File: src/rtl/mem_rresp_pkg.sv
// Shared memory-subsystem definitions for the read responder and its buffer.
// Holds the FSM encoding, the default entry count and word-address helpers.
package mem_rresp_pkg;

  localparam int RBUF_ENTRIES_DEFAULT = 4;

  typedef enum logic [1:0] {
    IDLE = 2'd0,
    REQ  = 2'd1,
    RESP = 2'd2
  } rresp_state_e;

  // Two byte addresses refer to the same 32-bit word.
  function automatic logic same_word(input logic [31:0] a, input logic [31:0] b);
    return ((a ^ b) & 32'hFFFF_FFFC) == 32'h0;
  endfunction

  function automatic logic [31:0] word_align(input logic [31:0] a);
    return a & 32'hFFFF_FFFC;
  endfunction

endpackage

File: src/rtl/rbuf_array.sv
// Direct-mapped word buffer: tag/valid arrays with combinational lookup,
// byte-lane data storage with store merge, line fill and a registered read port.
module rbuf_array
  import mem_rresp_pkg::*;
#(
  parameter int ENTRIES = RBUF_ENTRIES_DEFAULT,
  localparam int IW = $clog2(ENTRIES),
  localparam int TW = 30 - IW
) (
  input  logic          CLK,
  input  logic          RST,
  input  logic [IW-1:0] rd_idx,
  input  logic [TW-1:0] rd_tag,
  output logic          rd_hit,
  input  logic          rd_en,
  output logic [31:0]   rd_data,
  input  logic [IW-1:0] wr_idx,
  input  logic [TW-1:0] wr_tag,
  input  logic          wr_en,
  input  logic [3:0]    wr_strb,
  input  logic [31:0]   wr_data,
  input  logic          fill_en,
  input  logic [IW-1:0] fill_idx,
  input  logic [TW-1:0] fill_tag,
  input  logic [31:0]   fill_data,
  input  logic          fill_valid,
  input  logic          inval
);

  logic [ENTRIES-1:0] valid_reg;
  logic [TW-1:0]      tag_mem [ENTRIES];
  logic               wr_hit;
  logic               merge_en;

  assign rd_hit   = valid_reg[rd_idx] && (tag_mem[rd_idx] == rd_tag);
  assign wr_hit   = valid_reg[wr_idx] && (tag_mem[wr_idx] == wr_tag);
  assign merge_en = wr_en && wr_hit;

  always_ff @(posedge CLK) begin
    if (fill_en) tag_mem[fill_idx] <= fill_tag;
  end

  // Invalidate wins over a coincident fill.
  always_ff @(posedge CLK or negedge RST) begin
    if (!RST)         valid_reg <= '0;
    else if (inval)   valid_reg <= '0;
    else if (fill_en) valid_reg[fill_idx] <= fill_valid;
  end

  genvar gi;
  generate
    for (gi = 0; gi < 4; gi++) begin : g_lane
      logic [7:0] lane_mem [ENTRIES];
      logic [7:0] rd_byte_reg;

      // A fill to the same entry overrides a coincident merge.
      always_ff @(posedge CLK) begin
        if (merge_en && wr_strb[gi]) lane_mem[wr_idx] <= wr_data[8*gi +: 8];
        if (fill_en) lane_mem[fill_idx] <= fill_data[8*gi +: 8];
      end

      // Read-before-write: a same-cycle merge is not visible in this capture.
      always_ff @(posedge CLK or negedge RST) begin
        if (!RST)         rd_byte_reg <= '0;
        else if (fill_en) rd_byte_reg <= fill_data[8*gi +: 8];
        else if (rd_en)   rd_byte_reg <= lane_mem[rd_idx];
      end

      assign rd_data[8*gi +: 8] = rd_byte_reg;
    end
  endgenerate

endmodule

File: src/rtl/mem_rresp.sv
// Read responder for the mread stage: single-word direct-mapped buffer in front
// of a backing bus, with store snooping, flush and fence invalidate.
module mem_rresp
  import mem_rresp_pkg::*;
#(
  parameter int ENTRIES = RBUF_ENTRIES_DEFAULT
) (
  input  logic        CLK,
  input  logic        RST,
  input  logic        FLUSH,
  input  logic        INVALIDATE,
  input  logic        DATA_RDEN,
  input  logic [31:0] DATA_RIADDR,
  output logic [31:0] DATA_ROADDR,
  output logic        DATA_RVALID,
  output logic [31:0] DATA_RDATA,
  output logic        DATA_RBUSY,
  input  logic        DATA_WREN,
  input  logic [31:0] DATA_WADDR,
  input  logic [3:0]  DATA_WSTRB,
  input  logic [31:0] DATA_WDATA,
  output logic        MEM_RREQ,
  output logic [31:0] MEM_RADDR,
  input  logic        MEM_RACK,
  input  logic [31:0] MEM_RDATA
);

  localparam int IW = $clog2(ENTRIES);
  localparam int TW = 30 - IW;

  rresp_state_e state_reg, state_next;
  logic [31:0]  req_addr_reg, req_addr_next;
  logic [31:0]  resp_addr_reg, resp_addr_next;
  logic         resp_valid_reg, resp_valid_next;
  logic         mem_rreq_reg, mem_rreq_next;
  logic         kill_reg, kill_next;
  logic         flush_pend_reg, flush_pend_next;
  logic         started_reg;

  logic         rd_hit;
  logic         accept;
  logic         ack;
  logic         wr_match_req;
  logic         fill_valid;
  logic [31:0]  rd_data;

  assign accept       = DATA_RDEN && (state_reg != REQ);
  assign ack          = (state_reg == REQ) && MEM_RACK;
  assign wr_match_req = DATA_WREN && same_word(DATA_WADDR, req_addr_reg);
  // A store to the word being fetched makes the fetched copy stale.
  assign fill_valid   = !(kill_reg || wr_match_req || INVALIDATE);

  rbuf_array #(.ENTRIES(ENTRIES)) u_array (
    .CLK        (CLK),
    .RST        (RST),
    .rd_idx     (DATA_RIADDR[IW+1:2]),
    .rd_tag     (DATA_RIADDR[31:IW+2]),
    .rd_hit     (rd_hit),
    .rd_en      (accept && rd_hit),
    .rd_data    (rd_data),
    .wr_idx     (DATA_WADDR[IW+1:2]),
    .wr_tag     (DATA_WADDR[31:IW+2]),
    .wr_en      (DATA_WREN),
    .wr_strb    (DATA_WSTRB),
    .wr_data    (DATA_WDATA),
    .fill_en    (ack),
    .fill_idx   (req_addr_reg[IW+1:2]),
    .fill_tag   (req_addr_reg[31:IW+2]),
    .fill_data  (MEM_RDATA),
    .fill_valid (fill_valid),
    .inval      (INVALIDATE)
  );

  always_ff @(posedge CLK or negedge RST) begin
    if (!RST) begin
      state_reg      <= IDLE;
      req_addr_reg   <= '0;
      resp_addr_reg  <= '0;
      resp_valid_reg <= 1'b0;
      mem_rreq_reg   <= 1'b0;
      kill_reg       <= 1'b0;
      flush_pend_reg <= 1'b0;
      started_reg    <= 1'b0;
    end else begin
      state_reg      <= state_next;
      req_addr_reg   <= req_addr_next;
      resp_addr_reg  <= resp_addr_next;
      resp_valid_reg <= resp_valid_next;
      mem_rreq_reg   <= mem_rreq_next;
      kill_reg       <= kill_next;
      flush_pend_reg <= flush_pend_next;
      started_reg    <= 1'b1;
    end
  end

  always_comb begin
    state_next      = state_reg;
    req_addr_next   = req_addr_reg;
    resp_addr_next  = '0;
    resp_valid_next = 1'b0;
    mem_rreq_next   = mem_rreq_reg;
    kill_next       = kill_reg;
    flush_pend_next = flush_pend_reg;
    case (state_reg)
      REQ: begin
        if (FLUSH)        flush_pend_next = 1'b1;
        if (wr_match_req) kill_next = 1'b1;
        if (MEM_RACK) begin
          mem_rreq_next   = 1'b0;
          kill_next       = 1'b0;
          flush_pend_next = 1'b0;
          if (flush_pend_reg || FLUSH) begin
            state_next = IDLE;
          end else begin
            state_next      = RESP;
            resp_valid_next = 1'b1;
            resp_addr_next  = req_addr_reg;
          end
        end
      end
      default: begin
        state_next = IDLE;
        if (DATA_RDEN) begin
          if (rd_hit) begin
            resp_valid_next = 1'b1;
            resp_addr_next  = DATA_RIADDR;
          end else begin
            state_next      = REQ;
            req_addr_next   = DATA_RIADDR;
            mem_rreq_next   = 1'b1;
            kill_next       = DATA_WREN && same_word(DATA_WADDR, DATA_RIADDR);
            flush_pend_next = 1'b0;
          end
        end
      end
    endcase
  end

  // Busy is masked on the first cycle out of reset.
  assign DATA_RBUSY  = started_reg && ((state_reg == REQ) || (accept && !rd_hit));
  assign DATA_RVALID = resp_valid_reg && !FLUSH;
  assign DATA_RDATA  = DATA_RVALID ? rd_data : 32'h0;
  assign DATA_ROADDR = DATA_RVALID ? resp_addr_reg : 32'h0;
  assign MEM_RREQ    = mem_rreq_reg;
  assign MEM_RADDR   = word_align(req_addr_reg);

endmodule

File: config.mk
export PLATFORM = sky130hd
export DESIGN_NAME = mem_rresp
export DESIGN_NICKNAME = d
export VERILOG_FILES = /design/src/rtl/mem_rresp_pkg.sv /design/src/rtl/rbuf_array.sv /design/src/rtl/mem_rresp.sv
export SDC_FILE = /design/constraint.sdc
export NUM_CORES = 1
export LEC_CHECK = 0
export ABC_AREA = 0
export CAP_MARGIN = 20
export CORE_MARGIN = 1.5
export CORE_UTILIZATION = 50
export CTS_BUF_LIST = sky130_fd_sc_hd__clkbuf_8
export CTS_CLUSTER_SIZE = 25
export DETAILED_ROUTE_END_ITERATION = 10
export PLACE_DENSITY = 0.77
export SETUP_SLACK_MARGIN = 0.02
export SYNTH_ARGS = -nofsm -noshare
export SYNTH_HDL_FRONTEND = slang
export SYNTH_SLANG_ARGS = --single-unit
export TNS_END_PERCENT = 50
File: constraint.sdc
create_clock -name CLK -period 4.45 [get_ports CLK]
set_input_delay 1.335 -clock CLK [delete_from_list [all_inputs] [get_ports CLK]]
set_output_delay 1.335 -clock CLK [all_outputs]
set_load 0.005 [all_outputs]
==> results of run 1 <==
cell type report:
class | count | area, sq um | area share, %
sequential | 347 | 9880 | 44.1
multi-input combinational | 970 | 7190 | 32.1
timing repair buffer | 381 | 3650 | 16.3
clock buffer | 62 | 853 | 3.81
tap | 455 | 569 | 2.54
clock inverter | 44 | 218 | 0.972
inverter | 7 | 26.3 | 0.117
how the worst max path moves through the flow:
stage	from	to	slack, ps	cells past startpoint
floorplan	DATA_RIADDR[2]	DATA_RBUSY	10	9
global placement	DATA_RIADDR[6]	DATA_RBUSY	-940	10
detailed placement	DATA_RIADDR[6]	DATA_RBUSY	-960	10
CTS	DATA_RIADDR[2]	DATA_RBUSY	-450	11
global route	DATA_RIADDR[2]	DATA_RBUSY	-410	12
finish	DATA_RIADDR[2]	DATA_RBUSY	-350	12
metrics by stage:
stage / cell area [sq um] / hold WS, ps / worst slack [ps]
final: 22400 / 501 / -350
after global routing: 22400 / 525 / -415
after CTS: 22200 / 504 / -447
after detailed placement: 20900 / 493 / -960
after global placement: 20900 / 476 / -942
after floorplan: 17600 / 467 / 11.6
power groups by stage:
stage                     Sequential (uW)  Clock, uW  Combinational, uW
after floorplan                      4470          0               1440
after global placement               4640          0               2300
after detailed placement             4670          0               2340
after CTS                            4620       2630               2370
after global routing                 4690       2770               2580
final                                4630       2610               2440
routing by layer:
layer	vias to the layer above	track usage, %	part of all wire (%)
li1	5793	-	-
met1	6584	38.1	38
met2	820	48.2	49
met3	125	4.62	9.8
met4	6	9.45	2.9
met5	-	0	0.099
worst register-to-register path, cell delays in order, from the launching register on:
cell and delay (ps):
edfxtp_1 410, mux4_2 490, xnor2_1 320, buf_4 190, nand3_1 110, nor4_1 310, and4_1 380, buf_4 380
a31oi_1 230, a21oi_1 210
kinds of logic after synthesis:
group,count (synthesis)
compound gates,132
xor+xnor,117
buf+inv,130
flops,347
mux,130
other cells,2
simple gates,588
placed cells by master (no fill, tap or decap), drive strengths merged, types with 24 or more instances in the layout:
cell	count
nand2	414
clkdlybuf4s50	226
clkbuf	62
nor2	25
mux2	35
xor2	34
and2	68
inv	40
xnor2	83
edfxtp	240
dfrtp	107
a22o	32
buf	153
a21oi	25
mux4	85
nand4	24
what timing repair did:
| action | 4_1_cts | 5_1_grt |
|---|---|---|
| gates cloned | 1 | 0 |
| setup buffers | 7 | 12 |
| pin swaps | 5 | 11 |
| setup endpoints to repair | 1 | 2 |
| gates resized for setup | 17 | 19 |
==> impl_metrics.ini, run 1 <==
[setup_path]
arrival_ps = 3470
crit_fanout = 8
r2r_end = u_array.g_lane[0].rd_byte_reg[6]
startpoint_type = primary input
cp-end-kind = output port
reg2reg_depth = 9
required_ps = 3120
path_buf_inv = 5
max_stage_delay_ps = 560
crit_slowest_cell = mux4_2
worstReg2RegStart = u_array.tag_mem[0][16]
path_cells = buf_12, buf_12, buf_4, mux4_2, xnor2_4, nand4_1, nor4_1, buf_4, nand3_2, a21oi_4, nor2b_1, buf_2
cpLargestDelayFamily = buffers and inverters
path_class = primary input to output port
ff2ff_setup_slack_ps = 1330

[power_and_ir_drop]
p_switching_uw = 2960
pwr-share-comb_pct = 25.2
ir_drop_v = 0.000253
pwr-share-seq_pct = 47.8
power_density_nw_per_um2 = 432
finalPower_uw = 9680
p_int_uw = 6720
p_sw_share_pct = 30.6
leakagePower_uw = 0.00892
pwr-share-clk_pct = 27.0

[place]
hpwl_mm = 35.9
placed_cells = 2140
port_buffers = 233
gp_congestion = 0.971

[die]
fp.dieH_um = 191
core_area_sq_um = 34600
die_area_sq_um = 36300
die_w_um = 191
io_pins = 238
start_util_pct = 50.8
num_rows = 68

[finish]
fin_nets = 1902
finish.utilization_pct = 64.7
nFillCells = 2499
n_antenna_cell = 0
drive_gt1_share_pct = 21.0
final_cell_count_no_fill = 2266
reg.largest.list = u_array.g_lane.lane_mem: 128 flops, u_array.tag_mem: 112 flops
regMostFlops = u_array.g_lane.lane_mem
largest_reg_flops = 128
area_growth_pct = 27.3

[detailed_routing]
routed_via_density = 5.88
drc = 0
final_antenna_net_count = 0
vias = 13300
first_pass_iters = 8
dr.first_iter.drc_count = 1493
routed_wl_mm = 52.4
avgRoutedWirePerCell_um = 23.1

[synth]
yosysTopAreaCell = edfxtp_1
async_flop_share_pct = 30.8
synthMuxAreaShare_pct = 13.7
synthXorXnorAreaFrac_pct = 5.82
syn_area_sq_um = 17600
synth_fa_ha_area_share_pct = 0
ys_seq_area_share_pct = 56.2
syn_inst = 1446
yosys_warnings = 0
synth_common_cells = 413 x nand2_1, 240 x edfxtp_1, 107 x dfrtp_1
yosysUniqueCellTypes = 47
synth-simple-area-share_pct = 14.6
ys_seq_elements = 347
yosysMostFrequentCell = nand2_1
ys_top_cells_by_area = edfxtp_1 41%, dfrtp_1 15%, mux4_2 11%
synth-compound-area-share_pct = 5.66
yosysTopAreaCellShare_pct = 41.0
synth_edf_count = 240
syn_avg_cell_area_sq_um = 12.2
synth_flop_cell = edfxtp_1
synth_top_family_by_area = simple AND/OR/NAND/NOR gates

[timing]
worst_pin_slew_ps = 722
setup_ws_ps = -350
fin_skew_ps = 52.1
max_freq_ghz = 0.208
setup_violations = 1
fin_crit_sh_pct = 108
max_slew_margin_pct = 51.8
finalHoldViolCount = 0
rsz0062_at_grt = true
timing.final.crit_period_ps = 4800
slew_violations = 0
fin_tns_setup_ps = -350

[clocking]
cts_buffers = 56
htree_levels = 2
clock_latency_ps = 610
cts.path.max_buffers = 3
clk_pin_slew_ps = 60
holdBufCountCts = 0
cts_root_buf = clkbuf_8
cts_tree = done
cts.sinks = 347

[hold_path]
hp-start = req_addr_reg[0]
min_delay_path_depth = 1
worstHoldPathType = flip-flop to flip-flop
worstHoldEndpoint = resp_addr_reg[0]

[global_route]
track_usage_pct = 28.7
overflow = 0
first_global_vias = 12900
grt_first_pass_wirelength_mm = 77.5
grt_max_degree = 43
antenna_found_initial = 4

[run]
max_cap_viol_count = 0

[run_status]
status = finished, violations left
violations = negative setup slack
Note: power is estimated with default switching activity, not from simulation.
==> inputs of run 2 (changes only) <==
Settings changed: GPL_TIMING_DRIVEN set to 0.
==> run 2 against run 1 <==
- combinational power rose by 8.2%
- cell count stayed put
- utilization rose by 0.20 points
- clock skew fell by 33 ps
- critical path type unchanged
- highest routed layer unchanged
- critical path depth fell by 2
- the flow still finishes with violations (negative setup slack)
- fmax fell by 2.5%
- register-to-register slack got worse by 860 ps
- first-iteration DRC count up 27%
==> impl_metrics.ini, run 2 (synthesis results as in run 1) <==
[die]
io_pins = 238
fp.dieH_um = 191
num_rows = 68
die_w_um = 191
core_area_sq_um = 34600
die_area_sq_um = 36300
start_util_pct = 50.8

[clocking]
cts.path.max_buffers = 3
cts_tree = done
cts_buffers = 56
clk_pin_slew_ps = 70
htree_levels = 2
holdBufCountCts = 0
clock_latency_ps = 630
cts.sinks = 347
cts_root_buf = clkbuf_8

[place]
hpwl_mm = 41.1
port_buffers = 226
gp_congestion = 0.929
dpl_cell_area_sq_um = 20700
post-place-ws_ps = -1980

[setup_path]
path_class = primary input to output port
ff2ff_setup_slack_ps = 470
cp-end-kind = output port
arrival_ps = 3590
required_ps = 3120
crit_fanout = 6
startpoint_type = primary input

[global_route]
track_usage_pct = 32.2
antenna_found_initial = 2
overflow = 0
grt_max_degree = 60
first_global_vias = 13600
grt_first_pass_wirelength_mm = 84.3

[finish]
final_cell_mix = 413 x nand2_1, 240 x edfxtp_1, 222 x clkdlybuf4s50_1, 107 x dfrtp_1, 85 x mux4_2
reg.largest.list = u_array.g_lane.lane_mem: 128 flops, u_array.tag_mem: 112 flops
regMostFlops = u_array.g_lane.lane_mem
post-route-cell-area_sq_um = 22500
final_common_cell = nand2_1
nFillCells = 2584
drive_gt1_share_pct = 19.7
fin_nets = 1901
area_growth_pct = 27.7
largest_reg_flops = 128

[detailed_routing]
routed_via_density = 5.99
routed_wl_mm = 57.8
dr.first_iter.drc_count = 1899
drc = 0
first_pass_iters = 5
avgRoutedWirePerCell_um = 25.5
vias = 13600
final_antenna_net_count = 0

[power_and_ir_drop]
pwr-share-comb_pct = 25.8
leakagePower_uw = 0.00883
p_int_uw = 7090
pwr-share-clk_pct = 29.0
power_density_nw_per_um2 = 455
pwr-share-seq_pct = 45.1
p_sw_share_pct = 30.6
p_switching_uw = 3130
ir_drop_v = 0.000318

[timing]
fin_crit_sh_pct = 111
worst_pin_slew_ps = 1080
finalHoldViolCount = 0
slew_violations = 0
fin_tns_setup_ps = -475
fin_skew_ps = 19.4
timing.final.crit_period_ps = 4930
max_freq_ghz = 0.203
max_slew_margin_pct = 27.8
setup_violations = 1
setup_ws_ps = -475
rsz0062_at_grt = true

[run_status]
violations = negative setup slack
status = finished, violations left

[run]
max_cap_viol_count = 0

[hold_path]
worstHoldPathType = flip-flop to flip-flop
[run 2: cell types whose count changed in the layout (fill, tap and decap cells not counted), moves of 8 or more]
cell,change
clkbuf_2,+9
buf_4,-72
clkbuf_8,+9
buf_2,+8
clkbuf_1,+48
o21ai_0,-15
[run 2: power by group through the flow]
stage / clock [uW] / sequential [uW] / combinational (uW)
floorplan: 0 / 4470 / 1440
finish: 2970 / 4610 / 2640
global route: 3110 / 4660 / 2780
CTS: 2970 / 4590 / 2600
global placement: 0 / 4630 / 2410
detailed placement: 0 / 4650 / 2500
[run 2: cell type report]
type | instances | area (sq um) | share of cell area [%]
well taps | 455 | 569 | 2.53
plain buffers | 123 | 801 | 3.56
inverters | 7 | 28.8 | 0.128
flip-flops and latches | 347 | 9880 | 44.0
clock inverters | 37 | 254 | 1.13
clock buffers | 69 | 950 | 4.23
diodes | 1 | 2.50 | 0.0111
multi-input cells | 970 | 7350 | 32.7
repair buffers | 257 | 2630 | 11.7
[run 2: final timing paths]
kind                                                   from                               end  cells past startpoint
max                                          DATA_RIADDR[2]                        DATA_RBUSY                     10
min in group asynchronous                               RST                 resp_addr_reg[10]                      1
max reg2reg                                    state_reg[0]  u_array.g_lane[2].lane_mem[2][5]                      8
min                        u_array.g_lane[2].rd_byte_reg[1]  u_array.g_lane[2].rd_byte_reg[1]                      1
max in group asynchronous                               RST  u_array.g_lane[2].rd_byte_reg[2]                      2
min reg2reg                u_array.g_lane[2].rd_byte_reg[1]  u_array.g_lane[2].rd_byte_reg[1]                      1
[run 2: what timing repair did]
action,in CTS,in global routing
cloned,3,0
setup endpoints to repair,234,64
pin swaps,7,1
gates resized for setup,93,10
setup buffers,9,0
[run 2: worst max-delay path: stages]
cell       delay (ps)
buf_12            120
bufbuf_16         280
mux4_2            520
xnor2_2           290
o31ai_1           150
nor4b_2           240
nand3_1           180
a21oi_2           220
nor2b_2           100
buf_2             140
[run 2: layer usage]
layer | wire length (um) | track usage, %
met5 | 13 | 0
met1 | 21300 | 41.8
met4 | 2900 | 16.0
met2 | 27500 | 51.8
met3 | 6100 | 6.57
[run 2: through the flow]
stage,hold slack (ps),total power (uW),instances,utilization (%)
final,511,10200,2266,64.9
after global routing,532,10600,2266,64.9
after CTS,515,10200,2263,64.6
after detailed placement,490,7150,2145,59.7
after global placement,489,7040,2128,59.1
after floorplan,467,5910,1447,-
==> inputs of run 3 (changes only) <==
Settings changed: CORE_UTILIZATION 50 to 55, PLACE_DENSITY 0.77 to 0.8.
Clock period 4.45 ns to 6.32 ns, I/O delays scaled along.
==> run 3 against run 2 <==
- cell count is 2.3% lower
- the flow now finishes without violations
- sequential cell count stayed put
- critical path type unchanged
- power is 30% lower
- highest routed layer is now met4
- setup slack better by 580 ps
- clock power is 32% lower
- routed wire length is 1.7% lower
- sequential power is 29% lower
==> impl_metrics.ini, run 3 (synthesis results as in run 1) <==
[die]
die_area_sq_um = 33100
io_pins = 238
fp.dieH_um = 182
num_rows = 65
start_util_pct = 55.8
die_w_um = 182
core_area_sq_um = 31600

[clocking]
cts_buffers = 55
cts.sinks = 347
holdBufCountCts = 0
cts.path.max_buffers = 3
clk_pin_slew_ps = 60
cts_tree = done
htree_levels = 2
clock_latency_ps = 620
cts_root_buf = clkbuf_8

[power_and_ir_drop]
ir_drop_v = 0.000167
leakagePower_uw = 0.00873
power_density_nw_per_um2 = 320

[setup_path]
crit_slowest_cell = clkdlybuf4s50_1
ff2ff_setup_slack_ps = 2200
cp-end-kind = output port
reg2reg_depth = 8
path_class = primary input to output port
arrival_ps = 4320
crit_fanout = 12
crit_top_cell = clkdlybuf4s50_1
max_stage_delay_ps = 550
startpoint_type = primary input
r2r_end = u_array.g_lane[1].lane_mem[0][5]
required_ps = 4420
worstReg2RegStart = state_reg[1]
path_cells = clkdlybuf4s50_1, nor2b_1, clkbuf_2, clkbuf_1, and2_1, clkdlybuf4s50_1

[global_route]
overflow = 0
antenna_found_initial = 1
first_global_vias = 13700
track_usage_pct = 34.3
grt_max_degree = 62
grt_first_pass_wirelength_mm = 83.3

[timing]
fin_skew_ps = 50.6
fin_hold_ws_ps = 506
finalHoldViolCount = 0
worst_pin_slew_ps = 1070
setup_violations = 0
slew_violations = 0
max_slew_margin_pct = 28.4
rsz0062_at_grt = true
timing.final.crit_period_ps = 6220
fin_crit_sh_pct = 98.4
max_freq_ghz = 0.161

[place]
gp_congestion = 0.983
dpl_cell_area_sq_um = 20600
hpwl_mm = 39.6
port_buffers = 226

[detailed_routing]
routed_via_density = 6.27
routed_wl_mm = 56.8
dr.first_iter.drc_count = 1949
first_pass_iters = 6
drc = 0
avgRoutedWirePerCell_um = 25.7
final_antenna_net_count = 0
vias = 13900

[finish]
largest_reg_flops = 128
fin_nets = 1902
final_cell_mix = 413 x nand2_1, 240 x edfxtp_1, 223 x clkdlybuf4s50_1, 107 x dfrtp_1, 85 x mux4_2
seqCellArea_sq_um = 9880
final_common_cell = nand2_1
nFillCells = 2181
post-route-cell-area_sq_um = 22200
multi_input_area_sq_um = 7250
reg.largest.list = u_array.g_lane.lane_mem: 128 flops, u_array.tag_mem: 112 flops
regMostFlops = u_array.g_lane.lane_mem
drive_gt1_share_pct = 18.5
area_growth_pct = 26.2

[hold_path]
worstHoldEndpoint = u_array.g_lane[3].rd_byte_reg[2]
hp-start = u_array.g_lane[3].rd_byte_reg[2]
min_delay_path_depth = 1
worstHoldPathType = flip-flop to flip-flop

[run_status]
status = finished, final reports clean

[run]
max_cap_viol_count = 0
==> run 3: changes by cell type in the layout (fill, tap and decap cells not counted), moves of 5 or more <==
| cell | change |
|---|---|
| buf_4 | -6 |
| o21ai_4 | -7 |
| clkbuf_8 | -7 |
| o21ai_0 | +6 |
| inv_1 | -5 |
| buf_2 | +5 |
| clkbuf_1 | +5 |
| clkinv_1 | +7 |
==> run 3: cell type report <==
cell class              instances  share of cell area, %
inverters                       7                  0.118
well taps                     402                   2.27
clock inverters                40                   1.21
diodes                          3                 0.0338
plain buffers                 123                   3.30
clock buffers                  64                   3.97
repair buffers                259                   11.9
flip-flops and latches        347                   44.5
multi-input cells             970                   32.7
==> run 3: how the worst max path moves through the flow <==
stage	end	slack, ps	startpoint	depth (start not counted)
after floorplan	DATA_RBUSY	560	DATA_RIADDR[2]	9
after global placement	DATA_RBUSY	-1300	DATA_RIADDR[3]	10
after detailed placement	DATA_RBUSY	-1300	DATA_RIADDR[3]	10
after CTS	DATA_RBUSY	-6	DATA_RIADDR[2]	10
after global routing	DATA_ROADDR[3]	20	FLUSH	6
final	DATA_ROADDR[2]	100	FLUSH	6
==> run 3: metal layers <==
| layer | part of all wire (%) | routed length (um) | vias to the layer above | global-route usage, % |
|---|---|---|---|---|
| met3 | 13 | 7470 | 205 | 8.50 |
| met5 | 0 | 0 | - | 0 |
| met4 | 4.6 | 2630 | 0 | 17.2 |
| met1 | 35 | 19800 | 6688 | 44.3 |
| met2 | 47 | 26900 | 1197 | 54.6 |
| li1 | - | - | 5808 | - |
==> run 3: report_power, final <==
part	switching, uW	internal (uW)
clock	925	1090
sequential	329	2930
combinational	936	900
==> run 3: worst max-delay path: cells and delay by family <==
family / cells / cell delay [ps]
buffers and inverters: 4 / 1880
and+or+nand+nor: 2 / 530
==> run 3: repair_timing <==
| action | CTS | global route |
|---|---|---|
| pin swaps | 3 | 9 |
| setup buffers | 6 | 7 |
| gates cloned | 0 | 1 |
| gates resized for setup | 34 | 29 |
| hold endpoints to repair | 0 | 0 |
| setup endpoints to repair | 51 | 4 |
==> run 3: metrics by stage <==
step / total power [uW] / utilization, % / std cells / worst slack, ps / setup TNS [ps]
after CTS: 7000 / 69.5 / 2202 / -6.05 / -6.05
after global routing: 7330 / 70.3 / 2213 / 15.4 / 0
final: 7110 / 70.3 / 2215 / 99.9 / 0
after floorplan: 4160 / - / 1447 / 561 / 0
after global placement: 4920 / 64.5 / 2075 / -1300 / -149690
after detailed placement: 5010 / 65.2 / 2092 / -1300 / -8450
